`src/rtl/ps2_key_event_decoder_pkg.sv`:
```
// Shared constants and types for the PS/2 key event decoder.
package ps2_pkg;

    localparam logic [7:0] PREFIX_EXT   = 8'hE0;
    localparam logic [7:0] PREFIX_BRK   = 8'hF0;
    localparam logic [7:0] PREFIX_PAUSE = 8'hE1;
    localparam logic [7:0] LSHIFT       = 8'h12;
    localparam logic [7:0] RSHIFT       = 8'h59;

    localparam logic [7:0] IGN_NULL   = 8'h00;
    localparam logic [7:0] IGN_BAT_OK = 8'hAA;
    localparam logic [7:0] IGN_ACK    = 8'hFA;
    localparam logic [7:0] IGN_RESEND = 8'hFE;
    localparam logic [7:0] IGN_ERR    = 8'hFF;

    // Pause is E1 followed by 7 more bytes; counter wraps back after the last one
    localparam logic [2:0] PAUSE_LAST = 3'd6;

    typedef enum logic [2:0] {
        S_IDLE    = 3'd0,
        S_EXT     = 3'd1,
        S_BRK     = 3'd2,
        S_EXT_BRK = 3'd3,
        S_PAUSE   = 3'd4
    } dec_state_t;

    typedef struct packed {
        logic       ext;
        logic       brk;
        logic [7:0] code;
    } key_evt_t;

    function automatic logic is_ignored(input logic [7:0] b);
        return (b == IGN_NULL) || (b == IGN_BAT_OK) || (b == IGN_ACK) ||
               (b == IGN_RESEND) || (b == IGN_ERR);
    endfunction

endpackage

```
`src/rtl/ps2_key_event_decoder_if.sv`:
```
// Key event stream (valid/ready) between the decoder and the ASCII mapper.
interface ps2_key_event_decoder_if;
    logic       evt_valid;
    logic       evt_ready;
    logic [7:0] evt_code;
    logic       evt_ext;
    logic       evt_break;

    modport master (output evt_valid, evt_code, evt_ext, evt_break, input evt_ready);
    modport slave  (input evt_valid, evt_code, evt_ext, evt_break, output evt_ready);
endinterface

```
`src/rtl/ps2_key_event_decoder_key_event_fifo.sv`:
```
// First-word fall-through event FIFO; head reads as zero while empty.
import ps2_pkg::*;

module key_event_fifo #(
    parameter int DEPTH = 4,
    localparam int AW   = $clog2(DEPTH)
) (
    input  logic           clk,
    input  logic           reset,
    input  logic           push,
    input  key_evt_t       push_data,
    input  logic           pop,
    output key_evt_t       head,
    output logic [AW:0]    count,
    output logic           full,
    output logic           empty
);

    key_evt_t [DEPTH-1:0] mem;
    logic [AW-1:0]        wptr, rptr;
    logic                 do_push, do_pop;

    assign empty   = (count == '0);
    assign full    = (count == (AW+1)'(DEPTH));
    assign do_pop  = pop && !empty;
    // When full, a simultaneous pop frees the slot the push lands in
    assign do_push = push && (!full || do_pop);
    assign head    = empty ? '0 : mem[rptr];

    always_ff @(posedge clk) begin
        if (do_push) mem[wptr] <= push_data;
    end

    always_ff @(posedge clk) begin
        if (reset) begin
            wptr  <= '0;
            rptr  <= '0;
            count <= '0;
        end else begin
            if (do_push) wptr <= wptr + 1'b1;
            if (do_pop)  rptr <= rptr + 1'b1;
            case ({do_push, do_pop})
                2'b10:   count <= count + 1'b1;
                2'b01:   count <= count - 1'b1;
                default: count <= count;
            endcase
        end
    end

endmodule

```
`src/rtl/ps2_key_event_decoder.sv`:
```
// PS/2 scan-code stream to key events with shift tracking and event FIFO.
// Optional PS2_TYPEMATIC_FILTER_EN suppresses auto-repeat makes of the held key.
import ps2_pkg::*;

module ps2_key_event_decoder #(
    parameter int FIFO_DEPTH = 4
) (
    input  logic                          clk,
    input  logic                          reset,
    input  logic [7:0]                    ps2_byte,
    input  logic                          ps2_byte_valid,
    ps2_key_event_decoder_if.master       evt,
    output logic                          shift_held,
    output logic [$clog2(FIFO_DEPTH):0]   fifo_count,
    output logic                          overflow
);

    dec_state_t state, state_nx;
    logic [2:0] pause_cnt, pause_cnt_nx;
    logic       emit;
    key_evt_t   emit_evt, head;
    logic       push, pop, full, empty;
    logic       shift_l, shift_r;

    always_comb begin
        state_nx     = state;
        pause_cnt_nx = pause_cnt;
        emit         = 1'b0;
        emit_evt     = '{ext: 1'b0, brk: 1'b0, code: ps2_byte};
        if (ps2_byte_valid) begin
            case (state)
                S_IDLE: begin
                    if (ps2_byte == PREFIX_EXT)        state_nx = S_EXT;
                    else if (ps2_byte == PREFIX_BRK)   state_nx = S_BRK;
                    else if (ps2_byte == PREFIX_PAUSE) state_nx = S_PAUSE;
                    else if (!is_ignored(ps2_byte))    emit     = 1'b1;
                end
                S_EXT: begin
                    emit_evt.ext = 1'b1;
                    if (ps2_byte == PREFIX_BRK) state_nx = S_EXT_BRK;
                    else begin
                        // E0 12 is the fake shift some keyboards send around nav keys
                        emit     = (ps2_byte != LSHIFT);
                        state_nx = S_IDLE;
                    end
                end
                S_BRK: begin
                    emit_evt.brk = 1'b1;
                    emit         = 1'b1;
                    state_nx     = S_IDLE;
                end
                S_EXT_BRK: begin
                    emit_evt.ext = 1'b1;
                    emit_evt.brk = 1'b1;
                    emit         = (ps2_byte != LSHIFT);
                    state_nx     = S_IDLE;
                end
                S_PAUSE: begin
                    if (pause_cnt == PAUSE_LAST) begin
                        pause_cnt_nx = '0;
                        state_nx     = S_IDLE;
                    end else begin
                        pause_cnt_nx = pause_cnt + 1'b1;
                    end
                end
                default: state_nx = S_IDLE;
            endcase
        end
    end

    always_ff @(posedge clk) begin
        if (reset) begin
            state     <= S_IDLE;
            pause_cnt <= '0;
        end else begin
            state     <= state_nx;
            pause_cnt <= pause_cnt_nx;
        end
    end

    // Shift state follows the decoded event even if the FIFO drops it
    always_ff @(posedge clk) begin
        if (reset) begin
            shift_l <= 1'b0;
            shift_r <= 1'b0;
        end else if (emit && !emit_evt.ext) begin
            if (emit_evt.code == LSHIFT) shift_l <= !emit_evt.brk;
            if (emit_evt.code == RSHIFT) shift_r <= !emit_evt.brk;
        end
    end
    assign shift_held = shift_l | shift_r;

`ifdef PS2_TYPEMATIC_FILTER_EN
    logic [8:0] last_key;
    logic       held;
    logic       repeat_make;

    assign repeat_make = emit && !emit_evt.brk && held &&
                         ({emit_evt.ext, emit_evt.code} == last_key);
    assign push        = emit && !repeat_make;

    always_ff @(posedge clk) begin
        if (reset) begin
            last_key <= '0;
            held     <= 1'b0;
        end else if (emit) begin
            if (!emit_evt.brk) begin
                last_key <= {emit_evt.ext, emit_evt.code};
                held     <= 1'b1;
            end else if ({emit_evt.ext, emit_evt.code} == last_key) begin
                held     <= 1'b0;
            end
        end
    end
`else
    assign push = emit;
`endif

    assign pop = evt.evt_ready && !empty;

    key_event_fifo #(.DEPTH(FIFO_DEPTH)) u_fifo (
        .clk       (clk),
        .reset     (reset),
        .push      (push),
        .push_data (emit_evt),
        .pop       (pop),
        .head      (head),
        .count     (fifo_count),
        .full      (full),
        .empty     (empty)
    );

    always_ff @(posedge clk) begin
        if (reset)                      overflow <= 1'b0;
        else if (push && full && !pop)  overflow <= 1'b1;
    end

    assign evt.evt_valid = !empty;
    assign evt.evt_code  = head.code;
    assign evt.evt_ext   = head.ext;
    assign evt.evt_break = head.brk;

endmodule

```
`src/flat_wrapper.sv`:
```
// flat-port wrapper written by rule: the top's interface ports become plain ports
module ps2_key_event_decoder_flat 
#(
    parameter int FIFO_DEPTH = 4
)
  (clk, reset, ps2_byte, ps2_byte_valid, shift_held, fifo_count, overflow, evt_evt_valid, evt_evt_code, evt_evt_ext, evt_evt_break, evt_evt_ready);
  ps2_key_event_decoder_if evt_i ();
  input  logic clk;
  input  logic reset;
  input  logic [7:0] ps2_byte;
  input  logic ps2_byte_valid;
  output logic shift_held;
  output logic [$clog2(FIFO_DEPTH):0] fifo_count;
  output logic overflow;
  output wire logic [$bits(evt_i.evt_valid)-1:0] evt_evt_valid;
  output wire logic [$bits(evt_i.evt_code)-1:0] evt_evt_code;
  output wire logic [$bits(evt_i.evt_ext)-1:0] evt_evt_ext;
  output wire logic [$bits(evt_i.evt_break)-1:0] evt_evt_break;
  input wire logic [$bits(evt_i.evt_ready)-1:0] evt_evt_ready;
  assign evt_evt_valid = evt_i.evt_valid;
  assign evt_evt_code = evt_i.evt_code;
  assign evt_evt_ext = evt_i.evt_ext;
  assign evt_evt_break = evt_i.evt_break;
  assign evt_i.evt_ready = evt_evt_ready;
  ps2_key_event_decoder #(.FIFO_DEPTH(FIFO_DEPTH)) u_core (.clk(clk), .reset(reset), .ps2_byte(ps2_byte), .ps2_byte_valid(ps2_byte_valid), .evt(evt_i), .shift_held(shift_held), .fifo_count(fifo_count), .overflow(overflow));
endmodule
```
`config.mk`:
```
export PLATFORM = sky130hd
export DESIGN_NAME = ps2_key_event_decoder_flat
export DESIGN_NICKNAME = d
export VERILOG_FILES = /design/src/rtl/ps2_key_event_decoder_pkg.sv /design/src/rtl/ps2_key_event_decoder_if.sv /design/src/rtl/ps2_key_event_decoder_key_event_fifo.sv /design/src/rtl/ps2_key_event_decoder.sv /design/src/flat_wrapper.sv
export SDC_FILE = /design/constraint.sdc
export NUM_CORES = 1
export LEC_CHECK = 0
export ABC_AREA = 0
export BUFFER_PORTS_ARGS = -buffer_cell sky130_fd_sc_hd__buf_4
export CORE_MARGIN = 3
export CORE_UTILIZATION = 53
export CTS_BUF_LIST = sky130_fd_sc_hd__clkbuf_2 sky130_fd_sc_hd__clkbuf_4 sky130_fd_sc_hd__clkbuf_8
export CTS_CLUSTER_SIZE = 8
export DETAILED_ROUTE_END_ITERATION = 10
export PLACE_DENSITY = 0.82
export SLEW_MARGIN = 10
export SYNTH_ARGS = -nofsm -noshare
export SYNTH_HDL_FRONTEND = slang
export SYNTH_SLANG_ARGS = --single-unit
```
`constraint.sdc`:
```
create_clock -name clk -period 3.1 [get_ports clk]
set_input_delay 0.62 -clock clk [delete_from_list [all_inputs] [get_ports clk]]
set_output_delay 0.62 -clock clk [all_outputs]
set_load 0.01 [all_outputs]
```
# == Yosys cells after proc, flatten, opt, wreduce, memory -nomap -nowiden ==
# Index checks and enable logic that the tools add are counted.
# classes
add_sub_neg,5
magnitude_cmp,3
n_eq_ne,20
n_mux,24
bitwise_logic,1
reduce_logical,27
# ops
operator,count
== test 8 bit (second input constant),7
bitwise mux 40 bit,1
two-way mux 10 bit,3
binary-select mux 10 bit (select 2 bit),1
demux 10 bit (select 2 bit),1
two-way mux 3 bit,5
== test 3 bit (second input constant),3
case mux 3 bit (3 select lines),1
== test 8 x 5 -> 1 bit (second input constant),1
== test 8 x 7 -> 1 bit (second input constant),1
zero test 8 bit,1
two-way mux 1 bit,8
inequality test 8 x 5 -> 1 bit (second input constant),1
logical AND 1 bit,7
adder 3 x 1 -> 3 bit (second input constant),2
== test 3 x 2 -> 1 bit (second input constant),2
zero test 3 bit,2
less-than comparator 2 x 3 -> 1 bit (second input constant),2
case mux 3 bit (2 select lines),1
AND reduction 2 bit,3
zero test 1 bit,5
logical OR 1 bit,5
adder 2 x 1 -> 2 bit (second input constant),2
two-way mux 2 bit,2
12 further kinds,13
# totals
reg_bits,56
input_bits,12
output_inout_bits,16
wordCells,100

# == Depth between registers and ports, before layout ==
# Gate-level depths: netlist of the first run.
# logic_depth
word_depth,14
depth_mapped,9

# == Modules after synthesis ==
# Synthesis of the first run repeated with hierarchy kept, for this count alone.
# hier_totals
cells_unflattened,206
area_unflattened_um2,2696.3
# by_module_without_submodules
mod,instances,cells_each,area_each_um2,seq_area_each_um2
key_event_fifo,1,125,2037.0,1341.3
ps2_key_event_decoder,1,81,659.4,180.2

# == Least setup slack after synthesis of the first run ==
# Ideal clock, no wire load.
# synth_timing
kind,input to register
from,input ps2_byte[4]
to,register u_core.u_fifo.count[2]
arrival_time_ps,2455
t_required_ps,3026
path_slack_ps,571
cell_stages,9
path_cell_list,buf_6 > and2_0 > and4_4 > a311oi_1 > nor3_4 > fa_1 > nor4b_1 > mux2i_1 > a31oi_1
# synth_between
elab_chain_cells,14
# synth_lines
element,line_no,source
"start, declared",flat_wrapper.sv:10,input logic [7:0] ps2_byte;
== test 8 bit or zero test 8 bit (tied branches),ps2_key_event_decoder_pkg.sv:34,return (b == IGN_NULL) || (b == IGN_BAT_OK) || (b == IGN_ACK) ||
logical OR 1 bit (3 in a row),ps2_key_event_decoder_pkg.sv:34,
logical OR 1 bit,ps2_key_event_decoder_pkg.sv:35,(b == IGN_RESEND) || (b == IGN_ERR);
two-way mux 1 bit,ps2_key_event_decoder.sv:36,else if (!is_ignored(ps2_byte)) emit = 1'b1;
two-way mux 1 bit,ps2_key_event_decoder.sv:35,else if (ps2_byte == PREFIX_PAUSE) state_nx = S_PAUSE;
two-way mux 1 bit,ps2_key_event_decoder.sv:34,else if (ps2_byte == PREFIX_BRK) state_nx = S_BRK;
two-way mux 1 bit,ps2_key_event_decoder.sv:33,if (ps2_byte == PREFIX_EXT) state_nx = S_EXT;
case mux 1 bit (4 select lines) (*),ps2_key_event_decoder.sv:31,case (state)
two-way mux 1 bit (*),ps2_key_event_decoder.sv:30,if (ps2_byte_valid) begin
logical AND 1 bit (*),ps2_key_event_decoder_key_event_fifo.sv:27,assign do_push = push && (!full || do_pop);
== test 2 x 1 -> 1 bit or == test 2 bit (tied branches),ps2_key_event_decoder_key_event_fifo.sv:42,"case ({do_push, do_pop})"
case mux 3 bit (2 select lines) or nonzero test 2 bit (tied branches),--,
"end signal, assigned",ps2_key_event_decoder_key_event_fifo.sv:43,2'b10: count <= count + 1'b1;
"end signal, assigned",ps2_key_event_decoder_key_event_fifo.sv:44,2'b01: count <= count - 1'b1;
"end signal, assigned",ps2_key_event_decoder_key_event_fifo.sv:45,default: count <= count;
"end, declared",ps2_key_event_decoder_key_event_fifo.sv:14,"output logic [AW:0] count,"
# Every way passes the cells marked *; elsewhere a longest branch is shown, timed or not.
# A chain may end at the register's enable or synchronous reset.

# == Worst setup path after layout of the first run ==
# layout_timing
from,input ps2_byte[2]
to,register u_core.u_fifo.count[2]
# Same word-level chain as after synthesis.

==> flow_summary.json, run 1 <==
{
  "status": "completed",
  "die_w_um": 76.1,
  "fp.coreArea_mm2": 0.00453,
  "synth_area_per_cell_um2": 13.6,
  "post-route-period-util": 0.792,
  "die-area_mm2": 0.00578,
  "place_ws_ns": 0.311,
  "grt_max_degree": 19,
  "dp_hpwl_um": 3410,
  "timing.final.ws_setup_ns": 0.644,
  "cts-hold-fix-buffers": 0,
  "numCtsBuffers": 5,
  "worst_slew_pin_slew_ns": 0.587,
  "yosysUniqueCellTypes": 49,
  "max_freq_mhz": 407,
  "cp_cell_sequence": "buf_4 > nor4_1 > a31oi_1 > and3b_4 > nor3_4 > fa_1 > o21ai_1 > o211ai_1 > a31oi_1",
  "gr-usage-met1": 0.227,
  "rsz0062_at_grt": "false",
  "slew_viol_final": 0,
  "crit_arrival_ns": 2.66,
  "combPwrFrac": 0.255,
  "p_int_mw": 1.24,
  "wire_per_inst_um": 16.4,
  "cp_slowest_cell": "nor4_1",
  "cpPeakStageDelay_ns": 0.55,
  "antenna_cells": 0,
  "n_fill_cell": 351,
  "grt_pass1_vias": 1614,
  "setup_tns_ns": 0,
  "cts_tree": "done",
  "hold_path.class": "flip-flop to flip-flop",
  "synth_fp_nets": 208,
  "placed_area_mm2": 0.00290,
  "setup_viol_count_final": 0,
  "reg2reg_to": "u_core.u_fifo.count[2]",
  "seq_area_frac_synth": 0.585,
  "dieHeight_um": 76.1,
  "final_nets": 241,
  "drive_above_1_share": 0.289,
  "synth_area_mm2": 0.00260,
  "htreeDepth": 2,
  "power.share.sequential": 0.515,
  "p_leak_nw": 1.08,
  "met3_usage": 0.0355,
  "hp-start": "u_core.overflow",
  "ys_warn_count": 0,
  "synth-async-reset-ratio": 0,
  "synth_cells": 191,
  "place_congestion": 0.788,
  "yosysTopAreaCellShare": 0.462,
  "routed_wirelength_um": 4760,
  "drc": 0,
  "root_buffer": "clkbuf_8",
  "synth.most_common_cell": "edfxtp_1",
  "ant_nets": 0,
  "p_sw_frac": 0.280,
  "use_met2": 0.301,
  "drv_cap": 0,
  "antenna_found_initial": 0,
  "rrSetupSlack_ns": 0.68,
  "routed_via_density": 5.62,
  "hold_depth": 2,
  "yosys.area.top_type": "edfxtp_1",
  "num_vias": 1631,
  "switching_power_mw": 0.483,
  "yosys-top-cells-area": "edfxtp_1 (46%), dfxtp_1 (12%), mux4_2 (8.7%)",
  "area_growth_pct": 14.8,
  "portBuffers": 27,
  "grt_pass1_wl_um": 8110,
  "path_common_cell": "a31oi_1",
  "yosys-top-cells-count": "edfxtp_1 (40), and2_1 (16), dfxtp_1 (16), nor2_1 (16), mux4_2 (10)",
  "synth_edf_count": 40,
  "rr_startpoint": "u_core.state[2]",
  "synth_seq_cells": 56,
  "post-cts-setup-buffer-count": 0,
  "design_area_mm2": 0.00299,
  "grt.total_usage": 0.177,
  "min_to": "u_core.overflow",
  "peakVddDrop_uv": 204,
  "grt.overflow.total": 0,
  "yosys_most_used_dff": "edfxtp_1",
  "finalPower_mw": 1.73,
  "row_count": 24,
  "p_per_area_mw_per_mm2": 578,
  "cp-start-kind": "input port",
  "cp_data_required_time_ns": 3.30,
  "end_kind": "flip-flop",
  "finalCriticalPeriod_ns": 2.46,
  "clk_pin_slew_ns": 0.09,
  "slew_headroom": 0.605,
  "reg2regPathDepth": 8,
  "cts_resized": 0,
  "path_class": "input port to flip-flop",
  "insertion_delay_ns": 0.31,
  "finClkSkew_ns": 0.00796,
  "fin_util": 0.659,
  "first_pass_iters": 4,
  "top_usage_layer": "met2",
  "drt-initial-drc-count": 106,
  "p_clk_frac": 0.230,
  "cp_max_fo": 8,
  "io-pin-count": 28,
  "finalHoldViolCount": 0,
  "clockBufferDepth": 2,
  "start_util": 0.574,
  "clock-sinks": 56
}
-- layer usage --
metal | vias to the layer above | routed length, um
li1 | 801 | -
met3 | 7 | 172
met4 | 0 | 71
met2 | 34 | 2440
met5 | - | 0
met1 | 789 | 2070
-- layout by cell type (no fill, tap or decap), types with 4 or more instances in the layout --
cell,Yosys,routed
edfxtp_1,40,40
mux4_2,10,10
nand2_1,6,6
inv_1,5,5
a31oi_1,4,4
nand3_1,4,4
mux2i_1,4,4
and2_1,16,16
buf_4,0,33
clkbuf_8,0,5
nor3_1,4,4
dfxtp_1,16,16
nor2_1,16,16
a21oi_1,6,6
ha_1,4,4
-- per-stage QoR --
stage | std cells | hold slack, ns
2_1_floorplan | 191 | 0.473
3_3_place_gp | 282 | 0.458
3_5_place_dp | 282 | 0.456
4_1_cts | 290 | 0.481
5_1_grt | 290 | 0.535
6_report | 290 | 0.479
-- worst max-delay path: cells and delay by family --
| family | cells | cell delay [ns] |
|---|---|---|
| compound gates | 4 | 0.60 |
| simple gates | 3 | 1.01 |
| buf+inv | 1 | 0.14 |
| fa+ha+maj | 1 | 0.28 |
-- logic make-up after synthesis --
kind of cell,after synthesis,synth area share
compound gates,29,0.0871
xor+xnor,3,0.0101
fa+ha+maj,5,0.0269
buf+inv,12,0.0207
flops,56,0.585
mux,14,0.102
simple gates,72,0.168
-- how the worst max path moves through the flow --
stage	from	to	slack (ns)	cells after the start
2_1_floorplan	ps2_byte[4]	u_core.u_fifo.count[2]	0.57	9
6_report	ps2_byte[2]	u_core.u_fifo.count[2]	0.64	9
3_5_place_dp	ps2_byte[6]	u_core.u_fifo.count[2]	0.31	9
4_1_cts	ps2_byte[6]	u_core.u_fifo.count[2]	0.65	9
3_3_place_gp	ps2_byte[6]	u_core.u_fifo.count[2]	0.38	9
5_1_grt	ps2_byte[6]	u_core.u_fifo.count[2]	0.39	9
-- power by group through the flow --
stage | clock network, mW | logic, mW | registers, mW
after global routing | 0.437 | 0.487 | 0.897
after floorplan | 0 | 0.271 | 0.901
final | 0.398 | 0.440 | 0.889
after detailed placement | 0 | 0.448 | 0.907
after global placement | 0 | 0.437 | 0.904
after CTS | 0.410 | 0.449 | 0.890
-- final cells by class --
class	instances	area, um2	share of cell area
flip-flops and latches	56	1520	0.509
repair buffers	33	248	0.0829
clock inverters	3	22.5	0.00754
multi-input cells	123	1030	0.344
well taps	65	81.3	0.0272
clock buffers	5	68.8	0.0230
inverters	5	18.8	0.00628
-- sequential cells by signal, summed over array words and instances, names as in the netlist --
register	count
u_core.overflow	1
u_core.pause_cnt	3
u_core.shift_l	1
u_core.shift_r	1
u_core.state	3
u_core.u_fifo.count	3
u_core.u_fifo.mem	40
u_core.u_fifo.rptr	2
u_core.u_fifo.wptr	2
(Power assumes the default switching activity.)
==> run 2, diff against run 1 <==
Settings changed: ABC_AREA 0 to 1.
Clock period 3.1 ns to 2.4 ns, I/O delays scaled along.
==> run 2 against run 1 <==
Synthesized area is 2.8% higher; global-route usage is 2.5 points higher; core utilization fell by 0.85 points; total power up 86%; largest cell class unchanged; clock power is 83% higher; non-clock buffer count unchanged; first-iteration DRC count rose by 18%.
==> flow_summary.json, run 2 <==
{
  "io-pin-count": 28,
  "reg2regPathDepth": 12,
  "post-route-period-util": 0.886,
  "regMostFlops": "u_core.u_fifo.mem",
  "switching_power_mw": 1.10,
  "reg2reg_to": "u_core.u_fifo.count[2]",
  "ant_nets": 0,
  "wire_per_inst_um": 13.8,
  "p_leak_nw": 1.29,
  "numCtsBuffers": 5,
  "synth-async-reset-ratio": 0,
  "cts-hold-fix-buffers": 0,
  "status": "completed",
  "hold_depth": 2,
  "p_int_mw": 2.11,
  "combPwrFrac": 0.357,
  "design_area_mm2": 0.00311,
  "grt_max_degree": 22,
  "synth_edf_count": 40,
  "drt-initial-drc-count": 125,
  "yosysUniqueCellTypes": 30,
  "path_class": "flip-flop to flip-flop",
  "n_fill_cell": 371,
  "die-area_mm2": 0.00593,
  "slew_headroom": 0.625,
  "drv_cap": 0,
  "synth_seq_cells": 56,
  "yosysTopAreaCellShare": 0.449,
  "clock-sinks": 56,
  "rsz0062_at_grt": "false",
  "clk_pin_slew_ns": 0.09,
  "multi_input_area_um2": 975,
  "dp_hpwl_um": 3630,
  "grt_pass1_vias": 2011,
  "insertion_delay_ns": 0.32,
  "cp-start-kind": "flip-flop",
  "yosys.area.top_type": "edfxtp_1",
  "yosys_most_used_dff": "edfxtp_1",
  "start_util": 0.559,
  "end_kind": "flip-flop",
  "grt.overflow.total": 0,
  "synth_area_per_cell_um2": 8.91,
  "placed_area_mm2": 0.00297,
  "antenna_found_initial": 0,
  "synth_cells": 300,
  "rrSetupSlack_ns": 0.27,
  "cp_cell_sequence": "nor2_1 > nand2_1 > inv_1 > nor2_1 > nand2_4 > inv_1 > fa_1 > inv_1 > nand2_2 > nand3_1 > nand2_1 > nor2_1",
  "setup_viol_count_final": 0,
  "power.share.sequential": 0.417,
  "min_to": "u_core.u_fifo.count[1]",
  "fp.coreArea_mm2": 0.00479,
  "post-cts-setup-buffer-count": 0,
  "grt_pass1_wl_um": 9380,
  "first_pass_iters": 5,
  "worst_slew_pin_slew_ns": 0.561,
  "cts_resized": 0,
  "grt.total_usage": 0.202,
  "portBuffers": 27,
  "final_nets": 349,
  "hp-start": "reset",
  "seq_area_mm2": 0.00152,
  "cp_max_fo": 11,
  "routed_via_density": 5.22,
  "rr_startpoint": "u_core.u_fifo.count[0]",
  "ys_warn_count": 0,
  "cpPeakStageDelay_ns": 0.37,
  "dieHeight_um": 77.0,
  "max_freq_mhz": 470,
  "final_common_cell": "nor2_1",
  "finalHoldViolCount": 0,
  "synth_area_mm2": 0.00267,
  "yosys-top-cells-area": "edfxtp_1 (45%), dfxtp_1 (12%), nor2_1 (11%)",
  "crit_arrival_ns": 2.38,
  "p_sw_frac": 0.342,
  "drc": 0,
  "htreeDepth": 2,
  "peakVddDrop_uv": 482,
  "place_congestion": 0.970,
  "p_per_area_mw_per_mm2": 1030,
  "synth.most_common_cell": "nor2_1",
  "synth_fp_nets": 317,
  "cp_data_required_time_ns": 2.65,
  "clockBufferDepth": 2,
  "routed_wirelength_um": 5500,
  "num_vias": 2087,
  "cts_tree": "done",
  "area_growth_pct": 16.4,
  "critical_path.startpoint": "u_core.u_fifo.count[0]",
  "p_clk_frac": 0.227,
  "row_count": 25,
  "die_w_um": 77.0,
  "hold_path.class": "input port to flip-flop",
  "yosys-top-cells-count": "nor2_1 (77), edfxtp_1 (40), inv_1 (33)",
  "seq_area_frac_synth": 0.569,
  "cp_slowest_cell": "dfxtp_1",
  "finClkSkew_ns": 0.0109,
  "slew_viol_final": 0,
  "drive_above_1_share": 0.195,
  "largest_reg_flops": 40,
  "root_buffer": "clkbuf_8",
  "antenna_cells": 0,
  "finalCriticalPeriod_ns": 2.13,
  "layout_common_cells": "nor2_1 (77), edfxtp_1 (40), inv_1 (33), buf_4 (33), nand2_1 (32)",
  "finalPower_mw": 3.21,
  "setup_tns_ns": 0
}
[run 2: cell types whose count changed in the layout (fill, tap and decap cells not counted), sizes merged, moves of 3 or more]
cell and delta:
a211oi -4, o21ai +24, mux2i -4, nand3 +7
and2 -17, mux4 -10, a31oi -3, or3 -3
a21oi +14, nand2 +36, nor3 -4, nor2 +64
inv +34
[run 2: worst max-delay path by stage]
stage                     slack (ns)                      to
after floorplan                 0.42    u_core.u_fifo.mem[0]
final                           0.27  u_core.u_fifo.count[2]
after global routing            0.06  u_core.u_fifo.count[2]
after detailed placement        0.16  u_core.u_fifo.count[2]
after CTS                       0.27         evt_evt_code[4]
after global placement          0.22  u_core.u_fifo.count[2]
[run 2: kinds of logic after synthesis]
kind of cell | count (synthesis) | share of synthesized area
flip-flops | 56 | 0.569
adder cells (fa/ha/maj) | 5 | 0.0262
AO/OA/AOI/OAI | 53 | 0.104
buffers and inverters | 47 | 0.0664
AND/OR/NAND/NOR | 139 | 0.234
[run 2: metal layers]
layer,track usage,wire length [um],part of all wire,vias to the layer above
li1,-,-,-,1037
met1,0.256,2350,0.43,979
met2,0.338,2760,0.50,59
met3,0.0329,274,0.050,12
met4,0.0979,123,0.022,0
met5,0,0,0,-
[run 2: power groups by stage]
stage	Clock (mW)	Combinational, mW	Sequential (mW)
after detailed placement	0	1.14	1.36
after global placement	0	1.12	1.35
after global routing	0.775	1.30	1.36
after CTS	0.740	1.16	1.34
after floorplan	0	0.707	1.36
final	0.728	1.15	1.34
[run 2: worst max-delay path, delay by kind of cell (launching register included)]
family,cells,cell delay (ns)
adder cells (fa/ha/maj),1,0.37
buffers and inverters,3,0.47
flip-flops,1,0.37
AND/OR/NAND/NOR,8,0.85
[run 2: stage by stage]
stage | worst slack (ns) | util | hold slack, ns | cells
floorplan | 0.417 | - | 0.416 | 300
global placement | 0.222 | 0.621 | 0.432 | 392
detailed placement | 0.160 | 0.621 | 0.438 | 392
CTS | 0.272 | 0.650 | 0.340 | 400
global route | 0.0556 | 0.650 | 0.350 | 400
finish | 0.274 | 0.650 | 0.347 | 400
[run 2: layout make-up]
type | count | share of cell area
sequential | 56 | 0.489
multi-input combinational | 197 | 0.313
timing repair buffer | 33 | 0.0796
inverter | 39 | 0.0470
tap | 67 | 0.0269
clock buffer | 5 | 0.0221
clock inverter | 3 | 0.0221
==> run 3, diff against run 2 <==
--- a/config.mk
+++ b/config.mk
@@ -7,5 +7,5 @@
 export LEC_CHECK = 0
 export ABC_AREA = 1
-export BUFFER_PORTS_ARGS = -buffer_cell sky130_fd_sc_hd__buf_4
+export BUFFER_PORTS_ARGS = -buffer_cell sky130_fd_sc_hd__clkbuf_2
 export CORE_MARGIN = 3
 export CORE_UTILIZATION = 53
@@ -14,4 +14,5 @@
 export DETAILED_ROUTE_END_ITERATION = 10
 export PLACE_DENSITY = 0.82
+export SKIP_CTS_REPAIR_TIMING = 1
 export SLEW_MARGIN = 10
 export SYNTH_ARGS = -nofsm -noshare
==> constraint.sdc (replaced) <==
create_clock -name clk -period 2.4 [get_ports clk]
set_input_delay 0.48 -clock clk [delete_from_list [all_inputs] [get_ports clk]]
set_output_delay 0.48 -clock clk [all_outputs]
set_load 0.02 [all_outputs]
==> run 3 against run 2 <==
Fmax increased by 0.70%; critical path type is now flip-flop to output pin; core utilization fell by 2.0 points; critical path depth decreased by 8; sequential share of layout area is 1.5 points higher; worst setup slack gained 0.015 ns; largest cell class unchanged.
==> flow_summary.json, run 3 (same netlist as run 2, synthesis figures left out) <==
{
  "grt_pass1_vias": 1872,
  "end_kind": "output pin",
  "p_per_area_mw_per_mm2": 1010,
  "layout_common_cells": "nor2_1 (77), edfxtp_1 (40), inv_1 (33), nand2_1 (32), o21ai_0 (28)",
  "drv_cap": 0,
  "drive_above_1_share": 0.202,
  "start_util": 0.559,
  "numCtsBuffers": 5,
  "row_count": 25,
  "fp.coreArea_mm2": 0.00479,
  "clockBufferDepth": 2,
  "finalCriticalPeriod_ns": 2.11,
  "drc": 0,
  "post-route-period-util": 0.880,
  "clock-sinks": 56,
  "cp-start-kind": "flip-flop",
  "power.share.sequential": 0.441,
  "regMostFlops": "u_core.u_fifo.mem",
  "largest_reg_flops": 40,
  "final_common_cell": "nor2_1",
  "switching_power_mw": 1.19,
  "place_congestion": 0.932,
  "htreeDepth": 2,
  "cp_data_required_time_ns": 1.92,
  "worst_slew_pin_slew_ns": 0.582,
  "first_pass_iters": 4,
  "area_growth_pct": 12.8,
  "die_w_um": 77.0,
  "io-pin-count": 28,
  "die-area_mm2": 0.00593,
  "finalHoldViolCount": 0,
  "rrSetupSlack_ns": 0.40,
  "cts_tree": "done",
  "rsz0062_at_grt": "false",
  "routed_wirelength_um": 5200,
  "wire_per_inst_um": 12.9,
  "hold_path.class": "input port to flip-flop",
  "routed_via_density": 5.09,
  "p_leak_nw": 1.27,
  "slew_viol_final": 0,
  "insertion_delay_ns": 0.30,
  "crit_arrival_ns": 1.63,
  "grt_pass1_wl_um": 8790,
  "design_area_mm2": 0.00302,
  "max_freq_mhz": 474,
  "dp_hpwl_um": 3650,
  "fin_util": 0.630,
  "status": "completed",
  "root_buffer": "clkbuf_8",
  "setup_viol_count_final": 0,
  "multi_input_area_um2": 975,
  "n_fill_cell": 386,
  "ant_nets": 0,
  "slew_headroom": 0.609,
  "num_vias": 2051,
  "path_class": "flip-flop to output pin",
  "finClkSkew_ns": 0.00912,
  "antenna_cells": 0,
  "clk_pin_slew_ns": 0.09,
  "placed_area_mm2": 0.00293,
  "cp_max_fo": 21,
  "peakVddDrop_uv": 415,
  "drt-initial-drc-count": 160,
  "portBuffers": 27,
  "seq_area_mm2": 0.00152,
  "final_nets": 352,
  "combPwrFrac": 0.395,
  "grt.total_usage": 0.188,
  "p_int_mw": 1.84,
  "grt.overflow.total": 0,
  "dieHeight_um": 77.0,
  "antenna_found_initial": 0,
  "p_sw_frac": 0.392,
  "setup_tns_ns": 0,
  "p_clk_frac": 0.164,
  "grt_max_degree": 22
}
run 3: changes by cell type in the layout (fill, tap and decap cells not counted):
| cell | previous run | this run |
|---|---|---|
| clkinv_2 | 0 | 2 |
| inv_6 | 1 | 0 |
| bufinv_16 | 2 | 0 |
| buf_4 | 33 | 9 |
| clkbuf_2 | 0 | 27 |
| clkinv_4 | 0 | 1 |
run 3: final timing paths:
path | endpoint | depth (start not counted) | from
setup / recovery | evt_evt_code[1] | 4 | u_core.u_fifo.rptr[0]
hold / removal | u_core.u_fifo.count[1] | 2 | reset
setup reg to reg | u_core.u_fifo.count[2] | 15 | u_core.state[2]
hold reg to reg | u_core.shift_l | 2 | u_core.shift_l
run 3: stage by stage:
step	hold slack [ns]	setup WS, ns	cells	power, mW
global placement	0.436	0.188	395	2.53
CTS	0.389	0.297	403	3.05
floorplan	0.416	0.417	300	2.17
detailed placement	0.439	0.132	395	2.56
global route	0.403	0.141	403	3.23
finish	0.398	0.289	403	3.03
run 3: critical path, cell delays in order (launching register included):
cell and delay (ns):
dfxtp_1 0.32, inv_1 0.41, o21ai_0 0.18, a21oi_1 0.22, clkbuf_2 0.20
run 3: power groups by stage:
stage | Clock, mW | Combinational [mW] | Sequential [mW]
3_5_place_dp | 0 | 1.20 | 1.36
2_1_floorplan | 0 | 0.801 | 1.37
6_report | 0.496 | 1.20 | 1.34
5_1_grt | 0.542 | 1.33 | 1.36
3_3_place_gp | 0 | 1.17 | 1.35
4_1_cts | 0.507 | 1.21 | 1.34
run 3: area by class of cell:
cell class                      instances  share of cell area
Sequential cell                        56               0.504
Clock inverter                          3             0.00622
Timing Repair Buffer                   36              0.0672
Clock buffer                            5              0.0228
Multi-Input combinational cell        197               0.323
Inverter                               39              0.0485
Tap cell                               67              0.0278
run 3: routing by layer:
layer	vias up	global-route usage	wire length (um)
li1	1045	-	-
met2	69	0.313	2540
met3	4	0.0376	361
met4	0	0.0569	56
met1	933	0.250	2240
met5	-	0	0
